### src/rtl/bfs_spill_pkg.sv
// -----------------------------------------------------------------------------
// bfs_spill_pkg
// Shared constants for the BFS queue spill/restore arbiter.
//   - FSM state encoding (legacy-compatible localparam constants)
//   - spill/restore op encoding
//   - line shift (64-byte lines) and the queue-side q_op burst code
// No ports: imported by the arbiter top and its region sub-module.
// -----------------------------------------------------------------------------
package bfs_spill_pkg;

  localparam logic [2:0] S_IDLE   = 3'd0;
  localparam logic [2:0] S_ISSUE  = 3'd1;
  localparam logic [2:0] S_WBURST = 3'd2;
  localparam logic [2:0] S_RWAIT  = 3'd3;
  localparam logic [2:0] S_RBURST = 3'd4;

  localparam logic OP_SPILL   = 1'b0;
  localparam logic OP_RESTORE = 1'b1;

  localparam int LINE_SHIFT = 6;

  localparam logic [1:0] Q_OP_BURST = 2'b01;
  localparam logic [1:0] Q_OP_NONE  = 2'b00;

endpackage

### src/rtl/bfs_spill_arbiter_if.sv
// -----------------------------------------------------------------------------
// bfs_spill_arbiter_if
// Memory-side request/data port shared by all spill queues.
//   mem_req/mem_op/mem_addr : line command, held until mem_ready
//   mem_wvalid/mem_wdata    : write beats (no backpressure)
//   mem_rvalid/mem_rdata    : read beats
// master = arbiter side, slave = memory / L2 side.
// -----------------------------------------------------------------------------
interface bfs_spill_arbiter_if #(
  parameter int ADDR_W = 32
) ();
  logic              mem_req;
  logic              mem_op;
  logic [ADDR_W-1:0] mem_addr;
  logic              mem_ready;
  logic              mem_wvalid;
  logic [63:0]       mem_wdata;
  logic              mem_rvalid;
  logic [63:0]       mem_rdata;

  modport master (
    output mem_req, mem_op, mem_addr, mem_wvalid, mem_wdata,
    input  mem_ready, mem_rvalid, mem_rdata
  );

  modport slave (
    input  mem_req, mem_op, mem_addr, mem_wvalid, mem_wdata,
    output mem_ready, mem_rvalid, mem_rdata
  );
endinterface

### src/rtl/bfs_spill_region.sv
// -----------------------------------------------------------------------------
// bfs_spill_region
// Bookkeeping for one queue's circular spill region: head, tail and line count.
//   clk, bfs_rst : clock, synchronous active-high reset
//   i_inc        : one line spilled (tail++, count++)
//   i_dec        : one line restored (head++, count--)
//   o_full       : count == SPILL_LINES
//   o_empty      : count == 0
//   o_head/o_tail: line index inside the region (wraps naturally, power of 2)
// -----------------------------------------------------------------------------
module bfs_spill_region #(
  parameter  int SPILL_LINES = 16,
  localparam int PTR_W       = $clog2(SPILL_LINES)
) (
  input  logic             clk,
  input  logic             bfs_rst,
  input  logic             i_inc,
  input  logic             i_dec,
  output logic             o_full,
  output logic             o_empty,
  output logic [PTR_W-1:0] o_head,
  output logic [PTR_W-1:0] o_tail
);

  logic [PTR_W-1:0] r_head;
  logic [PTR_W-1:0] r_tail;
  // One extra bit so a completely full region is distinguishable from empty.
  logic [PTR_W:0]   r_count;

  // Pointer and occupancy update; the arbiter never strobes inc and dec together.
  always_ff @(posedge clk) begin
    if (bfs_rst) begin
      r_head  <= '0;
      r_tail  <= '0;
      r_count <= '0;
    end else begin
      if (i_inc) begin
        r_tail  <= r_tail + PTR_W'(1);
        r_count <= r_count + (PTR_W+1)'(1);
      end else if (i_dec) begin
        r_head  <= r_head + PTR_W'(1);
        r_count <= r_count - (PTR_W+1)'(1);
      end else begin
        r_head  <= r_head;
        r_tail  <= r_tail;
        r_count <= r_count;
      end
    end
  end

  assign o_full  = (r_count == (PTR_W+1)'(SPILL_LINES));
  assign o_empty = (r_count == (PTR_W+1)'(0));
  assign o_head  = r_head;
  assign o_tail  = r_tail;

endmodule

### src/rtl/bfs_spill_arbiter.sv
// -----------------------------------------------------------------------------
// bfs_spill_arbiter
// Shares one memory port among NQ BFS queues for 64-byte line spill/restore.
// Each queue owns a circular region of SPILL_LINES lines starting at
// SPILL_BASE + q*SPILL_LINES*64.
//   clk, bfs_rst    : clock, synchronous active-high reset
//   i_q_spill_req   : per-queue request pulse (sampled only while offered)
//   i_q_spill_op    : per-queue op, 0=spill 1=restore
//   i_q_spill_data  : per-queue spill beat, queue i at [64i+63:64i]
//   o_q_ready       : one-hot accept offer (token holder, if eligible)
//   o_q_fs          : one-hot first-beat strobe
//   o_q_op          : 2'b01 while a burst is active
//   o_q_rdata       : restore beat, shared by all queues
//   o_q_rbuf_empty  : per-queue "nothing spilled and no restore in flight"
//   o_busy          : FSM not idle
//   mem             : memory command/data port (master side)
// -----------------------------------------------------------------------------
module bfs_spill_arbiter
  import bfs_spill_pkg::*;
#(
  parameter int                NQ          = 4,
  parameter int                BURST       = 8,
  parameter int                SPILL_LINES = 16,
  parameter int                ADDR_W      = 32,
  parameter logic [ADDR_W-1:0] SPILL_BASE  = 32'h8000_0000
) (
  input  logic               clk,
  input  logic               bfs_rst,
  input  logic [NQ-1:0]      i_q_spill_req,
  input  logic [NQ-1:0]      i_q_spill_op,
  input  logic [NQ*64-1:0]   i_q_spill_data,
  output logic [NQ-1:0]      o_q_ready,
  output logic [NQ-1:0]      o_q_fs,
  output logic [1:0]         o_q_op,
  output logic [63:0]        o_q_rdata,
  output logic [NQ-1:0]      o_q_rbuf_empty,
  output logic               o_busy,
  bfs_spill_arbiter_if.master mem
);

  localparam int GW    = (NQ > 1) ? $clog2(NQ) : 1;
  localparam int PTR_W = $clog2(SPILL_LINES);
  localparam int BW    = $clog2(BURST);

  logic [2:0]    r_state;
  logic [NQ-1:0] r_token;
  logic [GW-1:0] r_grant;
  logic          r_op;
  logic [BW-1:0] r_beat;

  logic [NQ-1:0]    w_full;
  logic [NQ-1:0]    w_empty;
  logic [PTR_W-1:0] w_head [NQ];
  logic [PTR_W-1:0] w_tail [NQ];
  logic [NQ-1:0]    w_inc;
  logic [NQ-1:0]    w_dec;
  logic [NQ-1:0]    w_elig;
  logic [NQ-1:0]    w_ready;
  logic             w_accept;
  logic [GW-1:0]    w_tok_idx;
  logic [NQ-1:0]    w_tok_rot;
  logic [NQ-1:0]    w_grant_oh;
  logic [NQ-1:0]    w_after_grant;
  logic [NQ-1:0]    w_rflight;
  logic             w_last_beat;
  logic [PTR_W-1:0] w_ptr;
  logic [GW+PTR_W-1:0] w_line;
  logic [ADDR_W-1:0]   w_addr;

  logic              w_mem_req;
  logic [ADDR_W-1:0] w_mem_addr;
  logic              w_mem_wvalid;
  logic [63:0]       w_mem_wdata;

  for (genvar gi = 0; gi < NQ; gi++) begin : g_region
    bfs_spill_region #(.SPILL_LINES(SPILL_LINES)) u_region (
      .clk     (clk),
      .bfs_rst (bfs_rst),
      .i_inc   (w_inc[gi]),
      .i_dec   (w_dec[gi]),
      .o_full  (w_full[gi]),
      .o_empty (w_empty[gi]),
      .o_head  (w_head[gi]),
      .o_tail  (w_tail[gi])
    );
  end

  assign w_tok_rot     = {r_token[NQ-2:0], r_token[NQ-1]};
  assign w_grant_oh    = NQ'(1) << r_grant;
  assign w_after_grant = {w_grant_oh[NQ-2:0], w_grant_oh[NQ-1]};
  assign w_last_beat   = (r_beat == BW'(BURST-1));

  // Eligibility: a spill needs room in the region, a restore needs a line in it.
  always_comb begin
    w_elig = '0;
    for (int i = 0; i < NQ; i++) begin
      if (i_q_spill_op[i] == OP_RESTORE) begin
        w_elig[i] = ~w_empty[i];
      end else begin
        w_elig[i] = ~w_full[i];
      end
    end
  end

  // Binary index of the token holder (token is one-hot).
  always_comb begin
    w_tok_idx = '0;
    for (int i = 0; i < NQ; i++) begin
      if (r_token[i]) begin
        w_tok_idx = GW'(i);
      end else begin
        w_tok_idx = w_tok_idx;
      end
    end
  end

  assign w_ready  = (r_state == S_IDLE) ? (r_token & w_elig) : '0;
  assign w_accept = |(w_ready & i_q_spill_req);

  // Region bookkeeping moves at command acceptance, not at data completion.
  always_comb begin
    w_inc = '0;
    w_dec = '0;
    if ((r_state == S_ISSUE) && mem.mem_ready) begin
      if (r_op == OP_RESTORE) begin
        w_dec = w_grant_oh;
      end else begin
        w_inc = w_grant_oh;
      end
    end else begin
      w_inc = '0;
      w_dec = '0;
    end
  end

  // Region base is a power of two, so g*SPILL_LINES + ptr is a concatenation.
  assign w_ptr  = (r_op == OP_RESTORE) ? w_head[r_grant] : w_tail[r_grant];
  assign w_line = {r_grant, w_ptr};
  assign w_addr = SPILL_BASE + (ADDR_W'(w_line) << LINE_SHIFT);

  // Sequencer: token rotation, grant capture and burst beat counting.
  always_ff @(posedge clk) begin
    if (bfs_rst) begin
      r_state <= S_IDLE;
      r_token <= NQ'(1);
      r_grant <= '0;
      r_op    <= OP_SPILL;
      r_beat  <= '0;
    end else begin
      case (r_state)
        S_IDLE: begin
          if (w_accept) begin
            r_grant <= w_tok_idx;
            r_op    <= i_q_spill_op[w_tok_idx];
            r_state <= S_ISSUE;
          end else begin
            r_token <= w_tok_rot;
          end
        end
        S_ISSUE: begin
          if (mem.mem_ready) begin
            r_beat  <= '0;
            r_state <= (r_op == OP_RESTORE) ? S_RWAIT : S_WBURST;
          end
        end
        S_RWAIT: begin
          // The first read beat is consumed here, so RBURST starts at beat 1.
          if (mem.mem_rvalid) begin
            r_beat  <= BW'(1);
            r_state <= S_RBURST;
          end
        end
        S_WBURST, S_RBURST: begin
          if (w_last_beat) begin
            r_beat  <= '0;
            r_token <= w_after_grant;
            r_state <= S_IDLE;
          end else begin
            r_beat <= r_beat + BW'(1);
          end
        end
        default: begin
          r_state <= S_IDLE;
        end
      endcase
    end
  end

  // Queue-side and memory-side outputs decoded from the current state.
  always_comb begin
    o_q_fs       = '0;
    o_q_op       = Q_OP_NONE;
    o_q_rdata    = 64'h0;
    w_mem_req    = 1'b0;
    w_mem_addr   = '0;
    w_mem_wvalid = 1'b0;
    w_mem_wdata  = 64'h0;
    case (r_state)
      S_ISSUE: begin
        w_mem_req  = 1'b1;
        w_mem_addr = w_addr;
      end
      S_WBURST: begin
        o_q_op       = Q_OP_BURST;
        w_mem_wvalid = 1'b1;
        w_mem_wdata  = i_q_spill_data[r_grant*64 +: 64];
        o_q_fs       = (r_beat == BW'(0)) ? w_grant_oh : '0;
      end
      S_RWAIT: begin
        o_q_op = Q_OP_BURST;
        if (mem.mem_rvalid) begin
          o_q_fs    = w_grant_oh;
          o_q_rdata = mem.mem_rdata;
        end else begin
          o_q_fs    = '0;
          o_q_rdata = 64'h0;
        end
      end
      S_RBURST: begin
        o_q_op    = Q_OP_BURST;
        o_q_rdata = mem.mem_rdata;
      end
      default: begin
        o_q_fs = '0;
      end
    endcase
  end

  // A restore counts as in flight from acceptance to its last beat.
  assign w_rflight = ((r_state != S_IDLE) && (r_op == OP_RESTORE)) ? w_grant_oh : '0;

  assign o_q_ready      = w_ready;
  assign o_q_rbuf_empty = w_empty & ~w_rflight;
  assign o_busy         = (r_state != S_IDLE);

  assign mem.mem_req    = w_mem_req;
  assign mem.mem_op     = r_op;
  assign mem.mem_addr   = w_mem_addr;
  assign mem.mem_wvalid = w_mem_wvalid;
  assign mem.mem_wdata  = w_mem_wdata;

endmodule

### src/flat_wrapper.sv
// flat-port wrapper written by rule: the top's interface ports become plain ports
module bfs_spill_arbiter_flat import bfs_spill_pkg::*;
#(
  parameter int                NQ          = 4,
  parameter int                BURST       = 8,
  parameter int                SPILL_LINES = 16,
  parameter int                ADDR_W      = 32,
  parameter logic [ADDR_W-1:0] SPILL_BASE  = 32'h8000_0000
)
  (clk, bfs_rst, i_q_spill_req, i_q_spill_op, i_q_spill_data, o_q_ready, o_q_fs, o_q_op, o_q_rdata, o_q_rbuf_empty, o_busy, mem_mem_req, mem_mem_op, mem_mem_addr, mem_mem_wvalid, mem_mem_wdata, mem_mem_ready, mem_mem_rvalid, mem_mem_rdata);
  bfs_spill_arbiter_if #(.ADDR_W(ADDR_W)) mem_i ();
  input  logic clk;
  input  logic bfs_rst;
  input  logic [NQ-1:0] i_q_spill_req;
  input  logic [NQ-1:0] i_q_spill_op;
  input  logic [NQ*64-1:0] i_q_spill_data;
  output logic [NQ-1:0] o_q_ready;
  output logic [NQ-1:0] o_q_fs;
  output logic [1:0] o_q_op;
  output logic [63:0] o_q_rdata;
  output logic [NQ-1:0] o_q_rbuf_empty;
  output logic o_busy;
  output wire logic [$bits(mem_i.mem_req)-1:0] mem_mem_req;
  output wire logic [$bits(mem_i.mem_op)-1:0] mem_mem_op;
  output wire logic [$bits(mem_i.mem_addr)-1:0] mem_mem_addr;
  output wire logic [$bits(mem_i.mem_wvalid)-1:0] mem_mem_wvalid;
  output wire logic [$bits(mem_i.mem_wdata)-1:0] mem_mem_wdata;
  input wire logic [$bits(mem_i.mem_ready)-1:0] mem_mem_ready;
  input wire logic [$bits(mem_i.mem_rvalid)-1:0] mem_mem_rvalid;
  input wire logic [$bits(mem_i.mem_rdata)-1:0] mem_mem_rdata;
  assign mem_mem_req = mem_i.mem_req;
  assign mem_mem_op = mem_i.mem_op;
  assign mem_mem_addr = mem_i.mem_addr;
  assign mem_mem_wvalid = mem_i.mem_wvalid;
  assign mem_mem_wdata = mem_i.mem_wdata;
  assign mem_i.mem_ready = mem_mem_ready;
  assign mem_i.mem_rvalid = mem_mem_rvalid;
  assign mem_i.mem_rdata = mem_mem_rdata;
  bfs_spill_arbiter #(.NQ(NQ), .BURST(BURST), .SPILL_LINES(SPILL_LINES), .ADDR_W(ADDR_W), .SPILL_BASE(SPILL_BASE)) u_core (.clk(clk), .bfs_rst(bfs_rst), .i_q_spill_req(i_q_spill_req), .i_q_spill_op(i_q_spill_op), .i_q_spill_data(i_q_spill_data), .o_q_ready(o_q_ready), .o_q_fs(o_q_fs), .o_q_op(o_q_op), .o_q_rdata(o_q_rdata), .o_q_rbuf_empty(o_q_rbuf_empty), .o_busy(o_busy), .mem(mem_i));
endmodule
### config.mk
export PLATFORM = sky130hd
export DESIGN_NAME = bfs_spill_arbiter_flat
export DESIGN_NICKNAME = d
export VERILOG_FILES = /design/src/rtl/bfs_spill_pkg.sv /design/src/rtl/bfs_spill_arbiter_if.sv /design/src/rtl/bfs_spill_region.sv /design/src/rtl/bfs_spill_arbiter.sv /design/src/flat_wrapper.sv
export SDC_FILE = /design/constraint.sdc
export NUM_CORES = 1
export LEC_CHECK = 0
export ABC_AREA = 0
export CAP_MARGIN = 15
export CORE_AREA = 5 5 197 199
export CTS_CLUSTER_SIZE = 14
export DETAILED_ROUTE_END_ITERATION = 16
export DIE_AREA = 0 0 202 204
export GPL_TIMING_DRIVEN = 0
export PLACE_DENSITY = 0.48
export SYNTH_ARGS = -nofsm -noshare
export SYNTH_HDL_FRONTEND = slang
export SYNTH_SLANG_ARGS = --single-unit
### constraint.sdc
create_clock -name clk -period 4.11 [get_ports clk]
set_input_delay 0.6165 -clock clk [delete_from_list [all_inputs] [get_ports clk]]
set_output_delay 0.6165 -clock clk [all_outputs]
set_load 0.02 [all_outputs]
==> flow_summary.json, run 1 <==
{
  "drv_slew": 0,
  "path_common_cell": "clkbuf_1",
  "final_design_area_no_fill_um2": 12280,
  "design.die.area_um2": 41210,
  "syn-mean-instance-area_um2": 9.436,
  "cts_inserted_buffers": 9,
  "syn_to_final_growth_pct": 89.91,
  "status": "complete, no violations",
  "endpoint_arrival_time_on_the_critical_path_ps": 3210,
  "via_count": 7280,
  "grt_first_pass_wirelength_mm": 54.39,
  "io_buffers": 483,
  "critPathRequiredTime_ps": 3490,
  "critical_path_peak_fanout": 10,
  "postCtsSetupRepairBufs": 0,
  "drt_first_iter_violations": 405,
  "dpl_worst_slack_ps": 36.92,
  "yosysTopAreaCell": "mux4_2",
  "maxCapViolCount": 0,
  "timing.fmax_mhz": 261.6,
  "die_span_x_um": 202,
  "cts_tree": "built",
  "drive_gt1_share_pct": 11.85,
  "area_taken_by_multi_input_logic_gates_um2": 4783,
  "final.period_utilization_pct": 93.00,
  "path_delay_family": "buffers and inverters",
  "firstDrtPassIters": 5,
  "post_synth_main_area_contributors": "mux4_2 25%, dfxtp_1 20%, and2_1 12%",
  "netlist_instances": 685,
  "yosys_warnings": 0,
  "count_of_h_tree_levels_built_during_cts": 3,
  "cts_root_buf": "clkbuf_16",
  "ys_seq_area_share_pct": 20.13,
  "avgViaCountPerCell": 4.318,
  "detail-route-antenna-nets": 0,
  "placer_s_final_routability_congestion_estimate": 0.8463,
  "first_global_vias": 7449,
  "worstPathCellList": "buf_6 -> clkbuf_1 -> clkbuf_1 -> mux4_2 -> and2_1 -> clkdlybuf4s50_1",
  "finalCriticalPeriod_ps": 3822,
  "floorplan.die.height_um": 204,
  "cpPeakStageDelay_ps": 650,
  "slowest_stage": "clkdlybuf4s50_1",
  "timing.critical_path.from_type": "flop",
  "path_clk_slew_ps": 60,
  "finalWorstSetupSlack_ps": 287.8,
  "p_per_area_nw_per_um2": 349.4,
  "route.detailed.wl_per_inst_um": 23.22,
  "synth.distinct_cells": 56,
  "ys_seq_elements": 65,
  "core_area_um2": 37040,
  "num-fill-cells": 3867,
  "grt_max_degree": 11,
  "worst-setup-path-type": "reg -> out",
  "transition_time_at_the_pin_with_the_least_slew_margin_ps": 827.7,
  "maximum_clock_path_buffer_count": 2,
  "finalClockSkew_ps": 3.426,
  "min_path_type": "reg -> reg",
  "clock_sinks": 65,
  "peakVddDrop_mv": 0.2522,
  "finalSetupViolations": 0,
  "cellLeakagePower_nw": 4.502,
  "clkLatencyLatePin_ps": 340,
  "post-synth-top-area-fraction_pct": 25.09,
  "hpwlAfterDp_mm": 33.42,
  "async_flop_share_pct": 0,
  "end_kind": "output port",
  "power.total_w": 0.004289,
  "synthFlopType": "dfxtp_1",
  "boundaryPins": 510,
  "grt_antenna_before_repair": 8,
  "globalRoute.totalOverflow": 0,
  "maxSlewHeadroom_pct": 44.82,
  "cell_area_placed_um2": 11990,
  "fp-row-count": 71,
  "initial_utilization_pct": 17.45,
  "setup-tns-final_ps": 0,
  "cts_hold_repair.buffers": 0,
  "report.final.hold_viol_count": 0,
  "cp.buffers_inverters": 4,
  "rsz_0062_raised_after_global_routing": "false",
  "mappedNetlistArea_um2": 6464,
  "grt.total_usage_pct": 17.82,
  "final_nets": 1562,
  "ff_latch_area_um2": 1303,
  "detail_route.wirelength_mm": 39.16,
  "synth_edf_count": 0,
  "fin_hold_ws_ps": 493.2,
  "drcViolationCount": 0
}
## what timing repair did
item                                    in CTS  in global routing
resized for setup                            0                  4
endpoints found under the hold margin        0                  0
gates cloned                                 0                  0
endpoints found under the setup margin      11                 13
## cells in the mapped netlist, types with 2 or more instances
master and count:
and2_1 128, mux4_2 72, dfxtp_1 65, nor2_1 64
clkbuf_1 36, nand2_1 33, a21oi_1 28, buf_4 27
ha_1 23, xnor2_1 23, xor2_1 20, inv_1 16
mux2i_1 15, o21ai_0 14, nand3_1 11, buf_2 10
and3_1 8, a211oi_1 7, a21o_1 6, nor3_1 6
nand4_1 5, nor2b_1 5, fa_1 4, o211a_1 4
or4_4 4, a311oi_1 3, nor3_2 3, o2111ai_1 3
or4b_1 3, a21boi_0 2, a22oi_1 2, a31o_2 2
buf_1 2, buf_6 2, nand2b_1 2, nand3b_1 2
nor2_2 2, nor3b_1 2, o22a_1 2, o41ai_1 2
or3_1 2
## cell type report
type                       count  area share [%]
buffer                        76           3.384
timing repair buffer         483           39.38
inverter                      16          0.4892
tap                          474           4.831
antenna                        5          0.1019
clock buffer                  13           2.120
clock inverter                 2          0.1121
sequential                    65           10.61
multi-input combinational    552           38.97
## sequential cells by signal, summed over array words and instances, names as in the netlist
signal	cells
u_core.g_region.u_region.o_head	16
u_core.mem.mem_op	1
u_core.g_region.u_region.r_count	20
u_core.r_state	3
u_core.r_token	4
u_core.r_grant	2
u_core.r_beat	3
u_core.g_region.u_region.o_tail	16
## path summary, 6_finish.rpt
check / from / endpoint / slack [ps] / depth (start not counted)
hold reg to reg: u_core.g_region[2].u_region.o_head[1]$_SDFFE_PP0P_ / u_core.g_region[2].u_region.o_head[1]$_SDFFE_PP0P_ / 490 / 2
setup reg to reg: u_core.r_grant[0]$_SDFFE_PP0P_ / u_core.g_region[3].u_region.r_count[4]$_SDFFE_PP0P_ / 730 / 9
setup / recovery: u_core.r_grant[1]$_SDFFE_PP0P_ / mem_mem_wdata[33] / 290 / 6
hold / removal: u_core.g_region[2].u_region.o_head[1]$_SDFFE_PP0P_ / u_core.g_region[2].u_region.o_head[1]$_SDFFE_PP0P_ / 490 / 2
## worst min-delay path: cells and delay by family (launching register included)
family,cells,cell delay (ps)
AOI/OAI and AO/OA,1,50
DFF,1,330
and+or+nand+nor,1,60
## layer usage
metal / routed length, um / vias to the layer above / global-route usage [%]
met5: 13 / - / 0
li1: - / 3454 / -
met4: 499 / 2 / 3.662
met3: 2594 / 22 / 3.729
met1: 16950 / 3545 / 23.81
met2: 19100 / 257 / 29.93
## placed cells by master (no fill, tap or decap), types with 4 or more instances in the layout
cell type        netlist  layout
nor2b_1                5       4
buf_4                 27      27
nand3_1               11      11
xor2_1                20      20
diode_2                0       5
and2_1               128     128
mux4_2                72      72
fa_1                   4       4
o211a_1                4       4
nand4_1                5       5
nor2_1                64      64
dfxtp_1               65      64
xnor2_1               23      23
a21oi_1               28      28
nor3_1                 6       6
conb_1                 1      26
and3_1                 8       8
buf_2                 10      10
clkdlybuf4s50_1        0     483
clkbuf_16              0       9
a21o_1                 6       6
ha_1                  23      23
clkbuf_1              36      37
inv_1                 16      16
nand2_1               33      32
a211oi_1               7       7
mux2i_1               15      15
or4_4                  4       4
o21ai_0               14      14
## report_power, final
| group | leakage, nW | total, W | internal [W] | switching [W] |
|---|---|---|---|---|
| combinational | 3.84 | 0.00279 | 0.00140 | 0.00139 |
| clock | 0.136 | 0.000717 | 0.000438 | 0.000279 |
| sequential | 0.526 | 0.000784 | 0.000693 | 0.0000913 |
## kinds of logic after synthesis
| family | count (synthesis) | synth area share, % |
|---|---|---|
| xor gates and xnor gates | 43 | 5.827 |
| other | 1 | 0.05802 |
| DFF | 65 | 20.13 |
| and+or+nand+nor | 286 | 24.84 |
| adders and majority gates | 28 | 5.846 |
| muxes | 87 | 27.41 |
| AOI/OAI and AO/OA | 82 | 8.498 |
| buffers and inverters | 93 | 7.395 |
## metrics by stage
stage               util, %  instances
detailed placement    32.35       1667
CTS                   33.08       1681
global placement      32.35       1667
finish                33.14       1686
floorplan                 -        710
global route          33.11       1682
No activity file was read; power rests on OpenSTA's default activity.
==> run 2, diff against run 1 <==
--- a/config.mk
+++ b/config.mk
@@ -6,7 +6,6 @@
 export NUM_CORES = 1
 export LEC_CHECK = 0
 export ABC_AREA = 0
-export CAP_MARGIN = 15
 export CORE_AREA = 5 5 197 199
 export CTS_CLUSTER_SIZE = 14
 export DETAILED_ROUTE_END_ITERATION = 16
==> constraint.sdc (replaced) <==
create_clock -name clk -period 3.85 [get_ports clk]
set_input_delay 0.5775 -clock clk [delete_from_list [all_inputs] [get_ports clk]]
set_output_delay 0.5775 -clock clk [all_outputs]
set_load 0.02 [all_outputs]
==> run 2 against run 1 <==
  * Register-to-register slack got worse by 270 ps
  * Critical path depth shrank 1
  * Flip-flop and latch count unchanged
  * Clock-buffer cell count unchanged
  * First-iteration DRC count increased by 7.2%
  * Via count hardly changed
  * Clock power up 7.0%
  * Total power up 6.7%
  * Wire length down 0.26%
  * Global-route usage about the same
  * Critical path type unchanged
  * Largest power group unchanged
==> flow_summary.json, run 2 (synthesis gave the netlist of run 1 again) <==
{
  "status": "complete, no violations",
  "dpl_worst_slack_ps": -223.1,
  "final.period_utilization_pct": 94.23,
  "firstDrtPassIters": 4,
  "post_cts.resized_instances": 2,
  "drcViolationCount": 0,
  "critical_path_peak_fanout": 10,
  "postCtsSetupRepairBufs": 0,
  "commonest_non_fill_non_tap_cell_in_the_layout": "clkdlybuf4s50_1",
  "cellLeakagePower_nw": 4.501,
  "power.total_w": 0.004574,
  "final_nets": 1561,
  "globalRoute.totalOverflow": 0,
  "initial_utilization_pct": 17.45,
  "end_kind": "output port",
  "peakVddDrop_mv": 0.2684,
  "maxSlewHeadroom_pct": 43.73,
  "layoutNonFillerInstCount": 1684,
  "clkLatencyLatePin_ps": 340,
  "syn_to_final_growth_pct": 89.82,
  "endpoint_arrival_time_on_the_critical_path_ps": 3050,
  "largest_reg_flops": 20,
  "worst-setup-path-type": "reg -> out",
  "core_area_um2": 37040,
  "num-fill-cells": 3867,
  "grt.total_usage_pct": 17.79,
  "path_clk_slew_ps": 60,
  "grt_antenna_before_repair": 8,
  "cts_tree": "built",
  "post-place-cells": 1667,
  "design.die.area_um2": 41210,
  "placer_s_final_routability_congestion_estimate": 0.8463,
  "final_cell_mix": "483 x clkdlybuf4s50_1, 128 x and2_1, 72 x mux4_2, 64 x nor2_1, 64 x dfxtp_1",
  "critPathRequiredTime_ps": 3270,
  "floorplan.die.height_um": 204,
  "cts_root_buf": "clkbuf_16",
  "first_global_vias": 7445,
  "drt_first_iter_violations": 434,
  "maximum_clock_path_buffer_count": 2,
  "hpwlAfterDp_mm": 33.42,
  "avgViaCountPerCell": 4.325,
  "rsz_0062_raised_after_global_routing": "false",
  "via_count": 7284,
  "detail-route-antenna-nets": 0,
  "transition_time_at_the_pin_with_the_least_slew_margin_ps": 844.0,
  "maxCapViolCount": 0,
  "route.detailed.wl_per_inst_um": 23.19,
  "timing.fmax_mhz": 275.6,
  "count_of_h_tree_levels_built_during_cts": 3,
  "cts_inserted_buffers": 9,
  "detail_route.wirelength_mm": 39.05,
  "finalClockSkew_ps": 4.780,
  "finalWorstSetupSlack_ps": 222.1,
  "timing.critical_path.from_type": "flop",
  "cts_hold_repair.buffers": 0,
  "finalSetupViolations": 0,
  "fp-row-count": 71,
  "die_span_x_um": 202,
  "min_path_type": "reg -> reg",
  "grt_first_pass_wirelength_mm": 54.31,
  "grt_max_degree": 19,
  "largest-register": "u_core.g_region.u_region.r_count",
  "finalCriticalPeriod_ps": 3628,
  "drive_gt1_share_pct": 11.86,
  "io_buffers": 483,
  "drv_slew": 0,
  "clock_sinks": 65,
  "p_per_area_nw_per_um2": 372.8,
  "report.final.hold_viol_count": 0,
  "boundaryPins": 510
}
run 2: area by class of cell:
cell class,count,area (um^2),share of cell area [%]
Buffer,75,411.6,3.355
Multi-Input combinational cell,552,4783,38.99
Tap cell,474,593.1,4.834
Clock inverter,2,13.76,0.1122
Antenna cell,4,10.01,0.08158
Inverter,16,60.06,0.4895
Sequential cell,65,1303,10.62
Clock buffer,13,260.3,2.121
Timing Repair Buffer,483,4835,39.40
run 2: per-stage QoR:
stage / util, % / hold slack (ps) / area, um^2 / TNS [ps]
5_1_grt: 33.10 / 524.5 / 12260 / 0
3_3_place_gp: 32.35 / 483.8 / 11990 / -134.0
6_report: 33.12 / 493.4 / 12270 / 0
4_1_cts: 33.08 / 496.6 / 12260 / 0
2_1_floorplan: - / 458.6 / 6558 / 0
3_5_place_dp: 32.35 / 487.7 / 11990 / -362.6
run 2: per-layer routing:
metal	vias to the layer above	track usage, %	part of all wire (%)
li1	3448	-	-
met1	3553	23.82	43
met2	261	29.80	49
met3	20	3.729	6.7
met4	2	3.662	1.2
met5	-	0	0.018
run 2: report_power, final:
part           total [W]  internal [W]  switching (W)
Combinational    0.00297       0.00149        0.00148
Sequential      0.000836      0.000739      0.0000967
Clock           0.000767      0.000468       0.000299
Total            0.00457       0.00270        0.00188
run 2: worst max-delay path: stages, from the launching register on:
cell             delay (ps)
dfxtp_2                 520
buf_2                   420
buf_2                   440
mux4_2                  540
and2_1                  160
clkdlybuf4s50_1         610
run 2: final timing paths:
path                                                      start                                                   to  slack [ps]  cells past startpoint
max                              u_core.r_grant[0]$_SDFFE_PP0P_                                    mem_mem_wdata[56]         220                      5
min          u_core.g_region[2].u_region.o_head[1]$_SDFFE_PP0P_   u_core.g_region[2].u_region.o_head[1]$_SDFFE_PP0P_         490                      2
max reg2reg                      u_core.r_grant[0]$_SDFFE_PP0P_  u_core.g_region[3].u_region.r_count[4]$_SDFFE_PP0P_         460                      9
min reg2reg  u_core.g_region[2].u_region.o_head[1]$_SDFFE_PP0P_   u_core.g_region[2].u_region.o_head[1]$_SDFFE_PP0P_         490                      2
==> run 3, diff against run 2 <==
--- a/config.mk
+++ b/config.mk
@@ -7,11 +7,13 @@
 export LEC_CHECK = 0
 export ABC_AREA = 0
 export CORE_AREA = 5 5 197 199
+export CTS_CLUSTER_DIAMETER = 80
 export CTS_CLUSTER_SIZE = 14
 export DETAILED_ROUTE_END_ITERATION = 16
 export DIE_AREA = 0 0 202 204
 export GPL_TIMING_DRIVEN = 0
 export PLACE_DENSITY = 0.48
+export SLEW_MARGIN = 20
 export SYNTH_ARGS = -nofsm -noshare
 export SYNTH_HDL_FRONTEND = slang
 export SYNTH_SLANG_ARGS = --single-unit
==> results of run 3 <==
No change in the layout: final DEF, timing and power equal those of run 2.
